File: config.mk
export PLATFORM = sky130hd
export DESIGN_NAME = mem_responder
export DESIGN_NICKNAME = d
export VERILOG_FILES = /design/src/rtl/mem_responder_pkg.sv /design/src/rtl/sync_ram_rf.sv /design/src/rtl/mem_responder.sv
export SDC_FILE = /design/constraint.sdc
export NUM_CORES = 1
export LEC_CHECK = 0
export ABC_AREA = 0
export BUFFER_PORTS_ARGS = -buffer_cell sky130_fd_sc_hd__buf_2
export CORE_UTILIZATION = 35
export DETAILED_ROUTE_END_ITERATION = 7
export PLACE_DENSITY_LB_ADDON = 0.1
export SLEW_MARGIN = 20
export SYNTH_ARGS = -nofsm -noshare
export SYNTH_HDL_FRONTEND = slang
export SYNTH_SLANG_ARGS = --single-unit
File: constraint.sdc
create_clock -name clk -period 3.1 [get_ports clk]
set_input_delay 0.62 -clock clk [delete_from_list [all_inputs] [get_ports clk]]
set_output_delay 0.62 -clock clk [all_outputs]
set_load 0.1 [all_outputs]
File: src/rtl/mem_responder_pkg.sv
// Shared types and constants for the memory-side responder.
// Contents: loader state type, address-region codes (addr[8:7]),
// default data width and RAM depth.
package mem_responder_pkg;

  localparam int DW_DEF    = 9;
  localparam int DEPTH_DEF = 128;

  typedef enum logic {LOAD, RUN} ld_state_t;

  localparam logic [1:0] REG_RAM = 2'b00;
  localparam logic [1:0] REG_LED = 2'b01;
  localparam logic [1:0] REG_HEX = 2'b10;
  localparam logic [1:0] REG_SW  = 2'b11;

endpackage

File: src/rtl/sync_ram_rf.sv
// Single-port synchronous RAM, read-first, DEPTH x DW.
// Ports:
//   clk    - clock
//   we     - write enable
//   addr   - word index
//   wdata  - write data
//   rdata  - registered read data (old contents on a same-address write)
// Contents are deliberately not reset.
module sync_ram_rf #(
  parameter int DW    = 9,
  parameter int DEPTH = 128,
  parameter int AW    = $clog2(DEPTH)
) (
  input  logic          clk,
  input  logic          we,
  input  logic [AW-1:0] addr,
  input  logic [DW-1:0] wdata,
  output logic [DW-1:0] rdata
);

  logic [DW-1:0] mem_q [DEPTH];
  logic [DW-1:0] rdata_q;

  always_ff @(posedge clk) begin
    rdata_q <= mem_q[addr];
    if (we) mem_q[addr] <= wdata;
  end

  assign rdata = rdata_q;

endmodule

File: src/rtl/mem_responder.sv
// Memory-side responder for the 9-bit processor datapath.
// Owns a 128-word RAM, LED/HEX output registers and a switch input port,
// plus a program loader that fills RAM after reset before releasing the
// processor through run.
//
// Ports:
//   clk, rst            - clock, asynchronous active-low reset
//   addr, wdata, we     - processor address / write data / write strobe
//   rdata               - read data, one cycle after addr is sampled
//   run                 - processor run enable
//   ld_valid, ld_data   - loader word stream
//   ld_last, ld_skip    - loader end marker / bypass loading
//   ld_ptr              - next loader write index
//   sw                  - switch inputs
//   led, hex            - output registers
//
// Build option: define SW_SYNC_EN to pass sw through a two-flop synchronizer
// before it is read (adds two cycles of switch latency).
//
// state | meaning
// LOAD  | loader owns the RAM port; processor ignored, rdata held at 0
// RUN   | processor owns the RAM port; terminal until reset
module mem_responder
  import mem_responder_pkg::*;
#(
  parameter int            DW      = DW_DEF,
  parameter int            DEPTH   = DEPTH_DEF,
  parameter logic [DW-1:0] LED_RST = '0
) (
  input  logic                     clk,
  input  logic                     rst,
  input  logic [DW-1:0]            addr,
  input  logic [DW-1:0]            wdata,
  input  logic                     we,
  output logic [DW-1:0]            rdata,
  output logic                     run,
  input  logic                     ld_valid,
  input  logic [DW-1:0]            ld_data,
  input  logic                     ld_last,
  input  logic                     ld_skip,
  output logic [$clog2(DEPTH)-1:0] ld_ptr,
  input  logic [DW-1:0]            sw,
  output logic [DW-1:0]            led,
  output logic [DW-1:0]            hex
);

  localparam int AW = $clog2(DEPTH);

  ld_state_t     state_q;
  logic [AW-1:0] ptr_q;
  logic          run_q;
  logic          rd_en_q;
  logic [1:0]    sel_q;
  logic [DW-1:0] reg_rd_q;
  logic [DW-1:0] led_q;
  logic [DW-1:0] hex_q;

  logic [1:0]    region;
  logic          in_run;
  logic          ram_we;
  logic [AW-1:0] ram_addr;
  logic [DW-1:0] ram_wdata;
  logic [DW-1:0] ram_rdata;
  logic [DW-1:0] sw_v;

  assign region = addr[DW-1:DW-2];
  assign in_run = (state_q == RUN);

`ifdef SW_SYNC_EN
  logic [DW-1:0] sw_s1_q;
  logic [DW-1:0] sw_s2_q;

  always_ff @(posedge clk or negedge rst) begin
    if (!rst) begin
      sw_s1_q <= '0;
      sw_s2_q <= '0;
    end else begin
      sw_s1_q <= sw;
      sw_s2_q <= sw_s1_q;
    end
  end

  assign sw_v = sw_s2_q;
`else
  assign sw_v = sw;
`endif

  // RAM port ownership follows the loader state.
  always_comb begin
    ram_we    = 1'b0;
    ram_addr  = ptr_q;
    ram_wdata = ld_data;
    if (in_run) begin
      ram_we    = we && (region == REG_RAM);
      ram_addr  = addr[AW-1:0];
      ram_wdata = wdata;
    end else begin
      ram_we    = ld_valid && !ld_skip;
    end
  end

  sync_ram_rf #(
    .DW    (DW),
    .DEPTH (DEPTH),
    .AW    (AW)
  ) u_ram (
    .clk   (clk),
    .we    (ram_we),
    .addr  (ram_addr),
    .wdata (ram_wdata),
    .rdata (ram_rdata)
  );

  // Loader FSM; run is a registered copy of the state, one cycle behind.
  always_ff @(posedge clk or negedge rst) begin
    if (!rst) begin
      state_q <= LOAD;
      ptr_q   <= '0;
      run_q   <= 1'b0;
    end else begin
      run_q <= (state_q == RUN);
      case (state_q)
        LOAD: begin
          if (ld_skip) begin
            state_q <= RUN;
          end else if (ld_valid) begin
            ptr_q <= ptr_q + 1'b1;
            if (ld_last || (ptr_q == AW'(DEPTH - 1))) state_q <= RUN;
          end
        end
        RUN:     state_q <= RUN;
        default: state_q <= LOAD;
      endcase
    end
  end

  // Register reads capture the pre-edge value, matching the RAM's read-first
  // behaviour when a write lands on the address being read.
  always_ff @(posedge clk or negedge rst) begin
    if (!rst) begin
      rd_en_q  <= 1'b0;
      sel_q    <= REG_RAM;
      reg_rd_q <= '0;
      led_q    <= LED_RST;
      hex_q    <= '0;
    end else begin
      rd_en_q <= in_run;
      sel_q   <= region;
      case (region)
        REG_LED: reg_rd_q <= led_q;
        REG_HEX: reg_rd_q <= hex_q;
        REG_SW:  reg_rd_q <= sw_v;
        default: reg_rd_q <= '0;
      endcase
      if (in_run && we) begin
        if (region == REG_LED) led_q <= wdata;
        if (region == REG_HEX) hex_q <= wdata;
      end
    end
  end

  assign rdata  = !rd_en_q ? '0 : ((sel_q == REG_RAM) ? ram_rdata : reg_rd_q);
  assign run    = run_q;
  assign ld_ptr = ptr_q;
  assign led    = led_q;
  assign hex    = hex_q;

endmodule
==> impl_metrics.py, run 1 <==
metrics = {
    "layout": {
        "synthToLayoutAreaGrowth_pct": 23.8,
        "ff_latch_area_mm2": 0.0357,
        "fill_cells": 11100,
        "drive_gt1_share_pct": 26.8,
        "nNetsFinal": 2945,
        "fin_util_pct": 43.7,
        "multiInputGateArea_mm2": 0.00854,
    },
    "setup_path": {
        "worstPathRequired_ns": 3.71,
        "r2r-end": "u_ram.rdata[7]$_DFF_P_",
        "r2r-start": "in_run$_DFF_PN0_",
        "reg2reg_depth": 9,
        "cp_max_fo": 7,
        "ff2ff_setup_slack_ns": -0.25,
        "crit_path_start_kind": "register",
        "end_kind": "register",
        "path_class": "reg -> reg",
        "worstPathArrival_ns": 3.96,
    },
    "power": {
        "p_leak_nw": 17.3,
        "peakVddDrop_uv": 524,
        "powerDensity_mw_per_mm2": 651,
        "design_power_total_mw": 35.8,
    },
    "synth": {
        "syn-num-nets": 2511,
        "synthDistinctLibCells": 44,
        "syn_area_mm2": 0.0443,
        "avgSynthCellArea_um2": 18.0,
        "ys_ff_latch": 1199,
        "synth_cells": 2468,
        "ys_seq_area_share_pct": 80.6,
        "yosys_warnings": 0,
    },
    "cts": {
        "insertion_delay_ns": 0.74,
        "clkTransAtPathRegs_ns": 0.06,
        "cts_tree": "done",
        "clockBufferDepth": 3,
        "cts_max_level": 4,
        "clock_sinks": 1199,
        "root_buffer": "clkbuf_16",
        "cts_inserted_buffers": 134,
    },
    "detailed_routing": {
        "viasPerCell": 5.61,
        "antenna_left": 0,
        "drc": 0,
        "drtPass1Iterations": 7,
        "drt_iter0_drc": 2572,
        "wl_per_cell_um": 30.7,
        "vias": 26100,
        "drt-total-wl_mm": 143,
    },
    "sta": {
        "rsz0062_at_grt": "true",
        "period_minus_slack_ns": 3.35,
        "setup_slack_ns": -0.245,
        "final-max-slew-violation-count": 0,
        "finalSetupTns_ns": -0.261,
        "worst_pin_slew_ns": 1.10,
        "fmax_mhz": 299,
        "skew_ns": 0.0211,
        "slew_headroom_pct": 26.9,
        "finalSetupViolCount": 2,
        "fin_crit_sh_pct": 108,
        "hold_viol_final": 0,
    },
    "job": {
        "maxCapViolCount": 0,
    },
    "floorplanning": {
        "core.rowCount": 130,
        "dieArea_mm2": 0.128,
        "fp.dieH_um": 358,
        "die_w_um": 358,
        "core-area_mm2": 0.126,
        "start_util_pct": 35.3,
        "io_pins": 77,
    },
    "run_status": {
        "status": "finished, violations left",
        "violations": "negative setup slack",
    },
    "hold_path": {
        "min_from": "ld_skip",
        "hold_path_depth": 3,
        "worstHoldPathType": "in -> reg",
        "min_to": "in_run$_DFF_PN0_",
    },
    "place": {
        "dp_hpwl_mm": 90.0,
        "io_buffers": 76,
        "pre_cts_ws_ns": -0.737,
        "globalplace.congestion": 0.873,
    },
    "global_routing": {
        "grt_pass1_vias": 26400,
        "grt_pass1_wl_mm": 202,
        "grt_overflow": 0,
        "track_usage_pct": 22.2,
        "antenna_found_initial": 8,
        "grt_max_degree": 105,
    },
}
-- kinds of logic (layout without fill, tap and decap cells) --
group / Yosys count / count (layout) / share of synthesized area [%]
flops: 1199 / 1199 / 80.6
compound gates: 768 / 768 / 13.3
xor+xnor: 6 / 6 / 0.119
simple gates: 240 / 240 / 2.42
buf+inv: 175 / 713 / 1.66
mux: 79 / 79 / 1.91
fa+ha+maj: 1 / 1 / 0.0282
other cells: 0 / 2 / 0
-- through the flow --
stage | cells | hold slack, ns | cell area (µm²)
CTS | 4652 | 0.0940 | 54700
floorplan | 2468 | 0.324 | 44500
finish | 4658 | 0.132 | 54900
global placement | 4396 | 0.504 | 49900
detailed placement | 4402 | 0.509 | 50000
global route | 4656 | 0.112 | 54900
-- sequential cells by signal, indices dropped and copies added, names as in the netlist --
| register | flops |
|---|---|
| hex | 9 |
| ld_ptr | 7 |
| in_run | 1 |
| reg_rd_q | 9 |
| sel_q | 2 |
| rd_en_q | 1 |
| u_ram.mem_q | 1152 |
| u_ram.rdata | 9 |
| led | 9 |
-- final cells by class --
type,instances,area share [%]
Antenna cell,2,0.00912
Clock buffer,165,6.55
Clock inverter,75,1.18
Inverter,6,0.0410
Multi-Input combinational cell,1094,15.5
Sequential cell,1199,65.1
Tap cell,1650,3.76
Timing Repair Buffer,467,7.83
-- repair_timing --
| action | CTS | global route |
|---|---|---|
| hold buffers | 1 | 0 |
| setup endpoints to repair | 169 | 18 |
| cloned | 0 | 1 |
| pin swaps | 12 | 11 |
| gates resized for setup | 61 | 26 |
| setup buffers | 9 | 3 |
| endpoints found under the hold margin | 34 | 0 |
-- worst max path at each step --
stage                           from                       endpoint  slack (ns)  cells past startpoint
3_3_place_gp                 addr[2]         u_ram.rdata[5]$_DFF_P_       -2.05                     11
3_5_place_dp                 addr[1]         u_ram.rdata[7]$_DFF_P_       -0.74                     12
6_report            in_run$_DFF_PN0_         u_ram.rdata[7]$_DFF_P_       -0.25                      9
4_1_cts             in_run$_DFF_PN0_         u_ram.rdata[7]$_DFF_P_       -0.20                      9
2_1_floorplan  ld_ptr[2]$_DFFE_PN0P_  u_ram.mem_q[109][0]$_DFFE_PP_       -0.12                      9
5_1_grt             in_run$_DFF_PN0_         u_ram.rdata[7]$_DFF_P_       -0.20                     11
-- synthesized netlist by cell type, drive strengths merged --
cell	instances	area [µm²]
nand2b	12	75.1
a41oi	133	1160
ha	1	12.5
a22o	10	87.6
nor2	138	518
nor4	18	113
a22oi	537	4040
a21oi	2	10.0
dfxtp	9	180
or2	6	37.5
mux2	43	488
o21ai	19	95.1
o22a	1	8.76
nand2	39	146
nor2b	3	18.8
nand3	3	15.0
nor3	2	10.0
or4	17	128
xor2	1	8.76
nand4	2	12.5
o32ai	4	35.0
a21boi	9	67.6
o32a	2	20.0
o31ai	1	7.51
clkbuf	90	338
a222oi	4	40.0
a31oi	5	31.3
inv	6	22.5
edfxtp	1152	34600
buf	79	375
mux2i	36	360
xnor2	5	43.8
o21a	1	7.51
dfrtp	38	951
a221oi	8	70.1
o22ai	32	213
-- critical path: stages, from the launching register on --
cell and delay (ns):
dfrtp_2 0.51, mux2i_4 0.29, buf_12 0.14, mux2_4 0.29
a222oi_1 0.46, a31oi_1 0.26, nor4_2 0.47, buf_4 0.20
nor2_4 0.05, or4_4 0.54
-- report_power, final --
group	internal, mW	switching (mW)	total (mW)
combinational	0.685	1.74	2.43
sequential	17.8	0.0897	17.9
clock	9.00	6.40	15.4
total	27.5	8.23	35.8
-- layout by cell type (no fill, tap or decap), types with 6 or more instances in the layout --
master and n:
nand2b_1 10, inv_1 6, clkinv_2 22, mux2i_1 35, nand2_1 39, a22o_1 10
o22ai_4 6, dfrtp_2 6, bufinv_16 9, o21ai_0 19, dfrtp_1 32, mux2_4 10
dfxtp_1 9, mux2_2 31, buf_12 69, buf_4 302, a21boi_2 8, a41oi_2 25
nor2_2 31, clkinv_1 31, clkbuf_1 24, buf_2 76, a221oi_1 7, a22oi_1 536
nor4_2 9, buf_6 12, nor2_1 105, clkbuf_16 140, a41oi_1 108, edfxtp_1 1152
o22ai_1 26, or4_1 12
-- routing by layer --
layer	vias up	routed length, µm	share of wire [%]	global-route usage [%]
met5	-	46	0.032	0
met4	6	2870	2.0	5.51
met1	13800	63300	44	31.2
met2	796	70000	49	36.6
li1	11300	-	-	-
met3	189	6880	4.8	2.99
Power figures use the tool's default switching activity.
==> inputs of run 2 (changes only) <==
clock period = 3.4 ns   (was 3.1 ns; I/O delays follow)
==> impl_metrics.py, run 2 (synthesized netlist as in run 1, its figures left out) <==
metrics = {
    "cts": {
        "clkTransAtPathRegs_ns": 0.06,
        "root_buffer": "clkbuf_16",
        "clockBufferDepth": 3,
        "cts_max_level": 4,
        "cts_setup_buffers": 0,
        "cts_tree": "done",
        "insertion_delay_ns": 0.75,
        "clock_sinks": 1199,
        "cts.hold.buffers_added": 0,
        "cts_inserted_buffers": 132,
    },
    "setup_path": {
        "ff2ff_setup_slack_ns": 0.005,
        "path_class": "reg -> reg",
        "end_kind": "register",
        "cpMostUsedCell": "buf_12",
        "max_stage_delay_ns": 1.10,
        "slowest_stage": "nor4_1",
        "cp_cell_sequence": "nand2b_1, o22ai_4, buf_12, buf_12, a22oi_1, a41oi_1, nor4_1, a221oi_1",
        "cp_num_buf_inv": 2,
        "worstPathArrival_ns": 3.94,
        "worstPathRequired_ns": 3.94,
        "cp_max_fo": 24,
        "path_delay_family": "simple AND/OR/NAND/NOR gates",
        "crit_path_start_kind": "register",
    },
    "floorplanning": {
        "core-area_mm2": 0.126,
        "start_util_pct": 35.3,
        "io_pins": 77,
        "fp.dieH_um": 358,
        "core.rowCount": 130,
        "dieArea_mm2": 0.128,
        "die_w_um": 358,
    },
    "place": {
        "io_buffers": 76,
        "dp_hpwl_mm": 88.8,
        "placed_area_mm2": 0.0492,
        "place_inst": 4356,
        "globalplace.congestion": 0.827,
    },
    "power": {
        "powerDensity_mw_per_mm2": 607,
        "p_leak_nw": 16.8,
        "design_power_total_mw": 32.5,
        "peakVddDrop_uv": 505,
    },
    "job": {
        "maxCapViolCount": 0,
    },
    "sta": {
        "period_minus_slack_ns": 3.39,
        "fin_crit_sh_pct": 99.9,
        "fmax_mhz": 295,
        "hold_viol_final": 0,
        "final-max-slew-violation-count": 0,
        "timing.hold.ws_ns": 0.0685,
        "slew_headroom_pct": 16.5,
        "finalSetupTns_ns": 0,
        "finalSetupViolCount": 0,
        "skew_ns": 0.0189,
        "rsz0062_at_grt": "false",
        "worst_pin_slew_ns": 1.24,
    },
    "layout": {
        "synthToLayoutAreaGrowth_pct": 20.7,
        "final_cell_mix": "edfxtp_1 (1152), a22oi_1 (536), buf_4 (289)",
        "drive_gt1_share_pct": 22.5,
        "nNetsFinal": 2883,
        "largest-register": "u_ram.mem_q",
        "largest_reg_flops": 1152,
        "final_common_cell": "edfxtp_1",
        "fin_area_mm2": 0.0535,
        "finalNonFillerCells": 4589,
    },
    "global_routing": {
        "track_usage_pct": 21.9,
        "antenna_found_initial": 11,
        "grt_overflow": 0,
        "grt_pass1_vias": 25600,
        "grt_pass1_wl_mm": 197,
        "grt_max_degree": 82,
    },
    "detailed_routing": {
        "drc": 0,
        "drtPass1Iterations": 6,
        "wl_per_cell_um": 30.7,
        "drt_iter0_drc": 2739,
        "antenna_left": 0,
        "viasPerCell": 5.60,
        "vias": 25700,
        "drt-total-wl_mm": 141,
    },
    "hold_path": {
        "worstHoldPathType": "in -> async",
    },
    "run_status": {
        "status": "completed",
    },
}
run 2: through the flow:
step	worst slack, ns	utilization, %
finish	0.00506	42.6
global route	0.0196	42.6
CTS	0.0420	42.6
detailed placement	-0.412	39.2
global placement	-1.06	39.2
floorplan	-0.545	-
run 2: per-layer routing:
layer	vias to the layer above	global-route usage, %	wire [µm]
li1	11100	-	-
met1	13500	31.1	62900
met2	873	35.1	67500
met3	162	3.41	7890
met4	2	5.45	2710
met5	-	0	10
run 2: repair_timing:
item | CTS | global route
gates resized for setup | 6 | 8
pin swaps | 0 | 1
cloned | 0 | 0
setup endpoints to repair | 5 | 10
run 2: cell type report:
| class | instances | area, µm² |
|---|---|---|
| well taps | 1650 | 2060 |
| clock buffers | 168 | 3500 |
| fillers | 11100 | 72000 |
| inverters | 6 | 22.5 |
| multi-input cells | 1094 | 8120 |
| clock inverters | 64 | 717 |
| flip-flops and latches | 1199 | 35700 |
| repair buffers | 407 | 3360 |
| diodes | 1 | 2.50 |
run 2: path summary, 6_finish.rpt:
path | depth (start not counted) | endpoint | start
max | 8 | u_ram.rdata[5]$_DFF_P_ | ld_ptr[2]$_DFFE_PN0P_
min | 1 | led[6]$_DFFE_PN0P_ | rst
max reg2reg | 8 | u_ram.rdata[5]$_DFF_P_ | ld_ptr[2]$_DFFE_PN0P_
min reg2reg | 1 | led[3]$_DFFE_PN0P_ | led[3]$_DFFE_PN0P_
max in group asynchronous | 1 | ld_ptr[2]$_DFFE_PN0P_ | rst
min in group clk | 3 | in_run$_DFF_PN0_ | ld_skip
run 2: worst register-to-register path: stages (launching register included):
cell and delay [ns]:
dfrtp_2 0.56, nand2b_1 0.33, o22ai_4 0.14, buf_12 0.21
buf_12 0.21, a22oi_1 0.20, a41oi_1 0.27, nor4_1 1.10
a221oi_1 0.19
run 2: power breakdown:
| group | internal (mW) | switching (mW) | total (mW) |
|---|---|---|---|
| combinational | 0.541 | 1.53 | 2.07 |
| clock | 8.35 | 5.73 | 14.1 |
| sequential | 16.3 | 0.0784 | 16.4 |
| total | 25.2 | 7.33 | 32.5 |
